### src/rtl/nrammux_pkg.sv
`timescale 1ns/1ps
`default_nettype none
// ============================================================================
//  Module  : nrammux_pkg
//  Purpose : Shared types and constants for the NRAMMUX access arbiter.
//            req_t      - one requester's command {write, addr, wdata}
//            rsp_pipe_t - one read-response pipeline slot {valid, id, addr}
//            next_id()  - round-robin successor of a requester index
//  Rev     : 1.0  initial release
// ============================================================================
package nrammux_pkg;

    localparam int NREQ_MAX = 4;
    localparam int AW_DEF   = 2;
    localparam int DW_DEF   = 8;
    localparam int ID_W     = 2;   // wide enough for NREQ_MAX requesters

    typedef struct packed {
        logic              write;
        logic [AW_DEF-1:0] addr;
        logic [DW_DEF-1:0] wdata;
    } req_t;

    typedef struct packed {
        logic              valid;
        logic [ID_W-1:0]   id;
        logic [AW_DEF-1:0] addr;
    } rsp_pipe_t;

    // Successor of requester 'id' in a ring of n requesters.
    function automatic logic [ID_W-1:0] next_id(input logic [ID_W-1:0] id, input int n);
        return (int'(id) == n - 1) ? '0 : id + 1'b1;
    endfunction

endpackage
`default_nettype wire

### src/rtl/nrammux_arbiter_rr.sv
`timescale 1ns/1ps
`default_nettype none
// ============================================================================
//  Module  : rr_arbiter
//  Purpose : NREQ-wide round-robin pick with pointer update.
//  Ports   : clk        in   clock
//            reset      in   asynchronous active-low reset
//            valid      in   NREQ request bits (already qualified)
//            grant      out  one-hot grant (combinational)
//            grant_id   out  index of the granted requester
//            grant_any  out  1 when any requester is granted
//  Rev     : 1.0  initial release
// ============================================================================
module rr_arbiter
    import nrammux_pkg::*;
#(
    parameter int NREQ = 2
) (
    input  logic            clk,
    input  logic            reset,
    input  logic [NREQ-1:0] valid,
    output logic [NREQ-1:0] grant,
    output logic [ID_W-1:0] grant_id,
    output logic            grant_any
);

    logic [ID_W-1:0] ptr;
    logic [NREQ-1:0] sel;
    int              idx;

    // Scan the ring starting at ptr; first valid requester wins.
    always_comb begin
        grant     = '0;
        grant_id  = '0;
        grant_any = 1'b0;
        sel       = '0;
        idx       = 0;
        for (int k = 0; k < NREQ; k++) begin
            idx = int'(ptr) + k;
            if (idx >= NREQ) begin
                idx = idx - NREQ;
            end
            sel = NREQ'(1) << idx;
            if (!grant_any && (|(valid & sel))) begin
                grant_any = 1'b1;
                grant     = sel;
                grant_id  = ID_W'(idx);
            end
        end
    end

    always_ff @(posedge clk or negedge reset) begin
        if (!reset) begin
            ptr <= '0;
        end else if (grant_any) begin
            ptr <= next_id(grant_id, NREQ);
        end
    end

endmodule
`default_nettype wire

### src/rtl/nrammux_arbiter.sv
`timescale 1ns/1ps
`default_nettype none
// ============================================================================
//  Module  : nrammux_arbiter
//  Purpose : Round-robin arbiter sharing the NRAMMUX write and read ports
//            among NREQ requesters, with a fixed-latency read response and a
//            write-to-read bypass so a read returns the data as of its grant.
//  Ports   : clk, reset (async active-low)
//            io_req_valid/write/addr/wdata  in   request channel
//            io_req_ready                   out  one-hot grant
//            io_rsp_valid / io_rsp_data     out  read response
//            io_WE, io_WADD, io_D, io_RADD  out  RAM control
//            io_Q                           in   RAM read data (RD_LAT later)
//  Rev     : 1.0  initial release
// ============================================================================
module nrammux_arbiter
    import nrammux_pkg::*;
#(
    parameter int NREQ   = 2,
    parameter int AW     = AW_DEF,
    parameter int DW     = DW_DEF,
    parameter int RD_LAT = 1
) (
    input  logic               clk,
    input  logic               reset,
    input  logic [NREQ-1:0]    io_req_valid,
    input  logic [NREQ-1:0]    io_req_write,
    input  logic [NREQ*AW-1:0] io_req_addr,
    input  logic [NREQ*DW-1:0] io_req_wdata,
    output logic [NREQ-1:0]    io_req_ready,
    output logic [NREQ-1:0]    io_rsp_valid,
    output logic [DW-1:0]      io_rsp_data,
    output logic               io_WE,
    output logic [AW-1:0]      io_WADD,
    output logic [DW-1:0]      io_D,
    output logic [AW-1:0]      io_RADD,
    input  logic [DW-1:0]      io_Q
);

    req_t            req [NREQ];
    req_t            sel_req;
    logic            run;
    logic [NREQ-1:0] grant;
    logic [ID_W-1:0] grant_id;
    logic            grant_any;
    logic            wr_grant;
    logic            rd_grant;
    logic [AW-1:0]   radd_q;

    // Newest write, kept so a read can be served before the RAM shows it.
    logic            byp_valid;
    logic [AW-1:0]   byp_addr;
    logic [DW-1:0]   byp_data;

    // Response pipe plus a snapshot of the bypass register taken at grant.
    rsp_pipe_t       pipe       [RD_LAT];
    logic            cand_valid [RD_LAT];
    logic [AW-1:0]   cand_addr  [RD_LAT];
    logic [DW-1:0]   cand_data  [RD_LAT];
    rsp_pipe_t       rsp_head;
    logic            byp_hit;

    for (genvar i = 0; i < NREQ; i++) begin : g_unpack
        assign req[i] = {io_req_write[i], io_req_addr[i*AW +: AW], io_req_wdata[i*DW +: DW]};
    end

    // Grants start on the first edge after reset release, so reset is
    // never used as a combinational data signal.
    always_ff @(posedge clk or negedge reset) begin
        if (!reset) begin
            run <= 1'b0;
        end else begin
            run <= 1'b1;
        end
    end

    rr_arbiter #(
        .NREQ      (NREQ)
    ) u_rr (
        .clk       (clk),
        .reset     (reset),
        .valid     (io_req_valid & {NREQ{run}}),
        .grant     (grant),
        .grant_id  (grant_id),
        .grant_any (grant_any)
    );

    always_comb begin
        sel_req = '0;
        for (int i = 0; i < NREQ; i++) begin
            if (grant[i]) begin
                sel_req = req[i];
            end
        end
    end

    assign wr_grant     = grant_any &  sel_req.write;
    assign rd_grant     = grant_any & ~sel_req.write;
    assign io_req_ready = grant;
    assign io_WE        = wr_grant;
    assign io_WADD      = wr_grant ? sel_req.addr  : '0;
    assign io_D         = wr_grant ? sel_req.wdata : '0;
    assign io_RADD      = rd_grant ? sel_req.addr  : radd_q;

    always_ff @(posedge clk or negedge reset) begin
        if (!reset) begin
            radd_q    <= '0;
            byp_valid <= 1'b0;
            byp_addr  <= '0;
            byp_data  <= '0;
            for (int s = 0; s < RD_LAT; s++) begin
                pipe[s]       <= '0;
                cand_valid[s] <= 1'b0;
                cand_addr[s]  <= '0;
                cand_data[s]  <= '0;
            end
        end else begin
            if (rd_grant) begin
                radd_q <= sel_req.addr;
            end
            if (wr_grant) begin
                byp_valid <= 1'b1;
                byp_addr  <= sel_req.addr;
                byp_data  <= sel_req.wdata;
            end
            pipe[0]       <= '{valid: rd_grant, id: grant_id, addr: sel_req.addr};
            cand_valid[0] <= byp_valid;
            cand_addr[0]  <= byp_addr;
            cand_data[0]  <= byp_data;
            for (int s = 1; s < RD_LAT; s++) begin
                pipe[s]       <= pipe[s-1];
                cand_valid[s] <= cand_valid[s-1];
                cand_addr[s]  <= cand_addr[s-1];
                cand_data[s]  <= cand_data[s-1];
            end
        end
    end

    // The snapshot is the newest write granted before this read; if it hit
    // the same address it is the correct data whether or not the RAM has
    // committed it yet.
    assign rsp_head     = pipe[RD_LAT-1];
    assign byp_hit      = cand_valid[RD_LAT-1] && (cand_addr[RD_LAT-1] == rsp_head.addr);
    assign io_rsp_valid = rsp_head.valid ? (NREQ'(1) << rsp_head.id) : '0;
    assign io_rsp_data  = !rsp_head.valid ? '0 :
                          byp_hit         ? cand_data[RD_LAT-1] : io_Q;

endmodule
`default_nettype wire

### config.mk
export PLATFORM = sky130hd
export DESIGN_NAME = nrammux_arbiter
export DESIGN_NICKNAME = d
export VERILOG_FILES = /design/src/rtl/nrammux_pkg.sv /design/src/rtl/nrammux_arbiter_rr.sv /design/src/rtl/nrammux_arbiter.sv
export SDC_FILE = /design/constraint.sdc
export NUM_CORES = 1
export LEC_CHECK = 0
export BUFFER_PORTS_ARGS = -buffer_cell sky130_fd_sc_hd__buf_2
export CORE_ASPECT_RATIO = 1.2
export CORE_MARGIN = 2
export CORE_UTILIZATION = 39
export CTS_BUF_LIST = sky130_fd_sc_hd__clkbuf_16
export CTS_CLUSTER_DIAMETER = 80
export DETAILED_ROUTE_END_ITERATION = 10
export PLACE_DENSITY = 0.79
export REMOVE_ABC_BUFFERS = 1
export SKIP_LAST_GASP = 1
export SLEW_MARGIN = 20
export SYNTH_ARGS = -nofsm -noshare
export SYNTH_HDL_FRONTEND = slang
export SYNTH_SLANG_ARGS = --single-unit
### constraint.sdc
create_clock -name clk -period 2.3 [get_ports clk]
set_input_delay 0.115 -clock clk [delete_from_list [all_inputs] [get_ports clk]]
set_output_delay 0.115 -clock clk [all_outputs]
set_load 0.005 [all_outputs]
==> impl_metrics.toml <==
[outcome]
status = "finished, final reports clean"

[final_layout]
final_core_util_pct = 53.9
area_delta_synth_final_pct = 35.0
antennaDiodeCount = 0
drive_above_1_share_pct = 43.1
fin_nets = 214
layout_commonest_cell = "buf_2"
final_area_mm2 = 0.00192
fillerInstances = 322
final_cell_mix = "buf_2, dfrtp_1, a22o_1"

[timing]
max_slew.worst_pin.slew_ps = 675
setup_violations = 0
finalSetupTns_ps = 0
timing.fmax_ghz = 0.514
relSlewSlack_pct = 55.0
hold_viol = 0
period_share_pct = 84.5
rsz0062_at_grt = "false"
period_needed_ps = 1940
slew_violations = 0
fin_skew_ps = 1.55

[worst_setup_path]
critPathLaunchType = "flop"
cp.arrival_ps = 1830
worst-setup-path-type = "flop to primary output"
timing.rr.end = "radd_q[1]"
worstPathMaxFanout = 7
cp_data_required_time_ps = 2180
end_kind = "primary output"
rr_worst_depth = 4
r2r_setup_slack_ps = 750
r2r-start = "u_rr.ptr[0]"

[synth]
ys_ff_latch = 32
seq_area_frac_synth_pct = 56.2
yosysTopAreaCell = "dfrtp_1"
syn_area_mm2 = 0.00143
postSynthAreaPerCell_um2 = 12.3
synthDistinctLibCells = 32
ys_warn_count = 0
synth_top_area_share_pct = 56.2
syn_inst = 116
yosys-top-cells-area = "dfrtp_1, a22o_1, mux2i_1"

[min_path]
hold_class = "input port to flop"
holdPathStages = 3
min_to = "byp_data[2]"
hp-start = "io_req_wdata[2]"

[placement]
routabilityCongestion = 0.736
post_dp_cell_area_mm2 = 0.00175
port_buffers = 58
dp_hpwl_um = 2230

[clock_tree]
cts_buffer_depth = 2
cts_num_sinks = 32
postCtsHoldBufs = 1
root_buffer = "clkbuf_16"
cts_resized = 0
clkTransAtPathRegs_ps = 50
numCtsBuffers = 5
cts.htree.levels = 2
cts_setup_buffers = 0
tritoncts = "yes"
clk_latency_ps = 270

[die]
rows = 24
pin_count = 59
start_util_pct = 39.9
die_area_mm2 = 0.00416
coreArea_mm2 = 0.00357
die_w_um = 59.2
die_y_um = 70.2

[grt]
grt_overflow = 0
antenna_found_initial = 0
grt_max_degree = 33
grt_first_pass_wirelength_um = 4880
grt_pass1_vias = 1061
grt_use_total_pct = 15.9

[route]
vias_per_cell = 5.15
wl_um = 3050
post_drt_wl_per_cell_um = 13.9
drt_iter0_drc = 18
post-route-drc-count = 0
firstDrtPassIters = 4
num_vias = 1133
final_antenna_net_count = 0

[power_and_ir_drop]
irDropWorstVdd_uv = 440
p_per_area_mw_per_mm2 = 882
finalPower_mw = 1.70
total_leakage_power_nw = 1.00

[flow_run]
cap_violations = 0
routing by layer:
metal | vias to the layer above | track usage, % | share of wire, %
met5 | - | 0 | 0
met3 | 6 | 5.19 | 4.8
met2 | 35 | 26.1 | 54
met4 | 0 | 7.32 | 1.8
li1 | 554 | - | -
met1 | 538 | 18.1 | 40
cell usage after synthesis:
| library cell | number |
|---|---|
| dfrtp_1 | 32 |
| a22o_1 | 10 |
| mux2i_1 | 8 |
| nor2_1 | 8 |
| nor2b_1 | 8 |
| nor3_1 | 8 |
| o22ai_1 | 8 |
| and2_1 | 4 |
| buf_2 | 2 |
| conb_1 | 2 |
| mux2_2 | 2 |
| mux2_4 | 2 |
| o211a_1 | 2 |
| xnor2_1 | 2 |
| a21boi_0 | 1 |
| a21o_1 | 1 |
| and3_1 | 1 |
| and3_4 | 1 |
| and3b_1 | 1 |
| buf_4 | 1 |
| buf_6 | 1 |
| inv_2 | 1 |
| nand2_1 | 1 |
| nand2_2 | 1 |
| nand3_2 | 1 |
| nor3_4 | 1 |
| nor3b_1 | 1 |
| o2111a_1 | 1 |
| o2111ai_2 | 1 |
| o21ai_1 | 1 |
| o21ai_2 | 1 |
| or3_1 | 1 |
where the power goes:
group	total (mW)	internal, mW	leakage [nW]	switching [mW]
Combinational	0.277	0.147	0.541	0.130
Clock	0.719	0.503	0.0850	0.216
Sequential	0.700	0.653	0.375	0.0472
worst max-delay path, stage by stage, from the launching register on:
cell	delay, ps
dfrtp_1	460
a21boi_0	210
o21ai_1	150
nor3_4	280
mux2_4	340
buf_2	130
cells by family (layout without fill, tap and decap cells):
kind of cell | Yosys count | in the layout | synth area share [%]
and+or+nand+nor | 37 | 37 | 15.5
xor gates and xnor gates | 2 | 2 | 1.23
buffers and inverters | 5 | 70 | 2.28
other | 2 | 2 | 0.527
DFF | 32 | 32 | 56.2
AOI/OAI and AO/OA | 26 | 26 | 14.9
muxes | 12 | 12 | 9.31
sequential cells by signal, indices dropped and copies added, names as in the netlist:
name        flops
radd_q          2
byp_valid       1
pipe            5
run             1
byp_data        8
cand_valid      1
byp_addr        2
cand_data       8
u_rr.ptr        2
cand_addr       2
final cells by class:
cell class              count  area [µm²]  share of cell area (%)
flip-flops and latches     32         801                    41.6
multi-input cells          79         592                    30.8
repair buffers             61         315                    16.4
clock buffers               5         125                    6.50
well taps                  39        48.8                    2.54
clock inverters             3        38.8                    2.02
inverters                   1        3.75                   0.195
worst max-delay path by stage:
stage | start | to | slack, ps | cells after the start
5_1_grt | u_rr.ptr[0] | io_RADD[1] | 270 | 5
2_1_floorplan | u_rr.ptr[0] | radd_q[0] | 720 | 3
3_3_place_gp | u_rr.ptr[0] | io_RADD[0] | 730 | 5
4_1_cts | u_rr.ptr[0] | io_RADD[1] | 350 | 5
3_5_place_dp | u_rr.ptr[0] | io_RADD[1] | 660 | 5
6_report | u_rr.ptr[0] | io_RADD[1] | 360 | 5
stage by stage:
step,setup slack (ps),instances,hold slack [ps]
global route,270,220,140
global placement,726,211,185
floorplan,725,112,-181
finish,356,220,119
detailed placement,655,211,190
CTS,349,220,117
(Power assumes the default switching activity.)
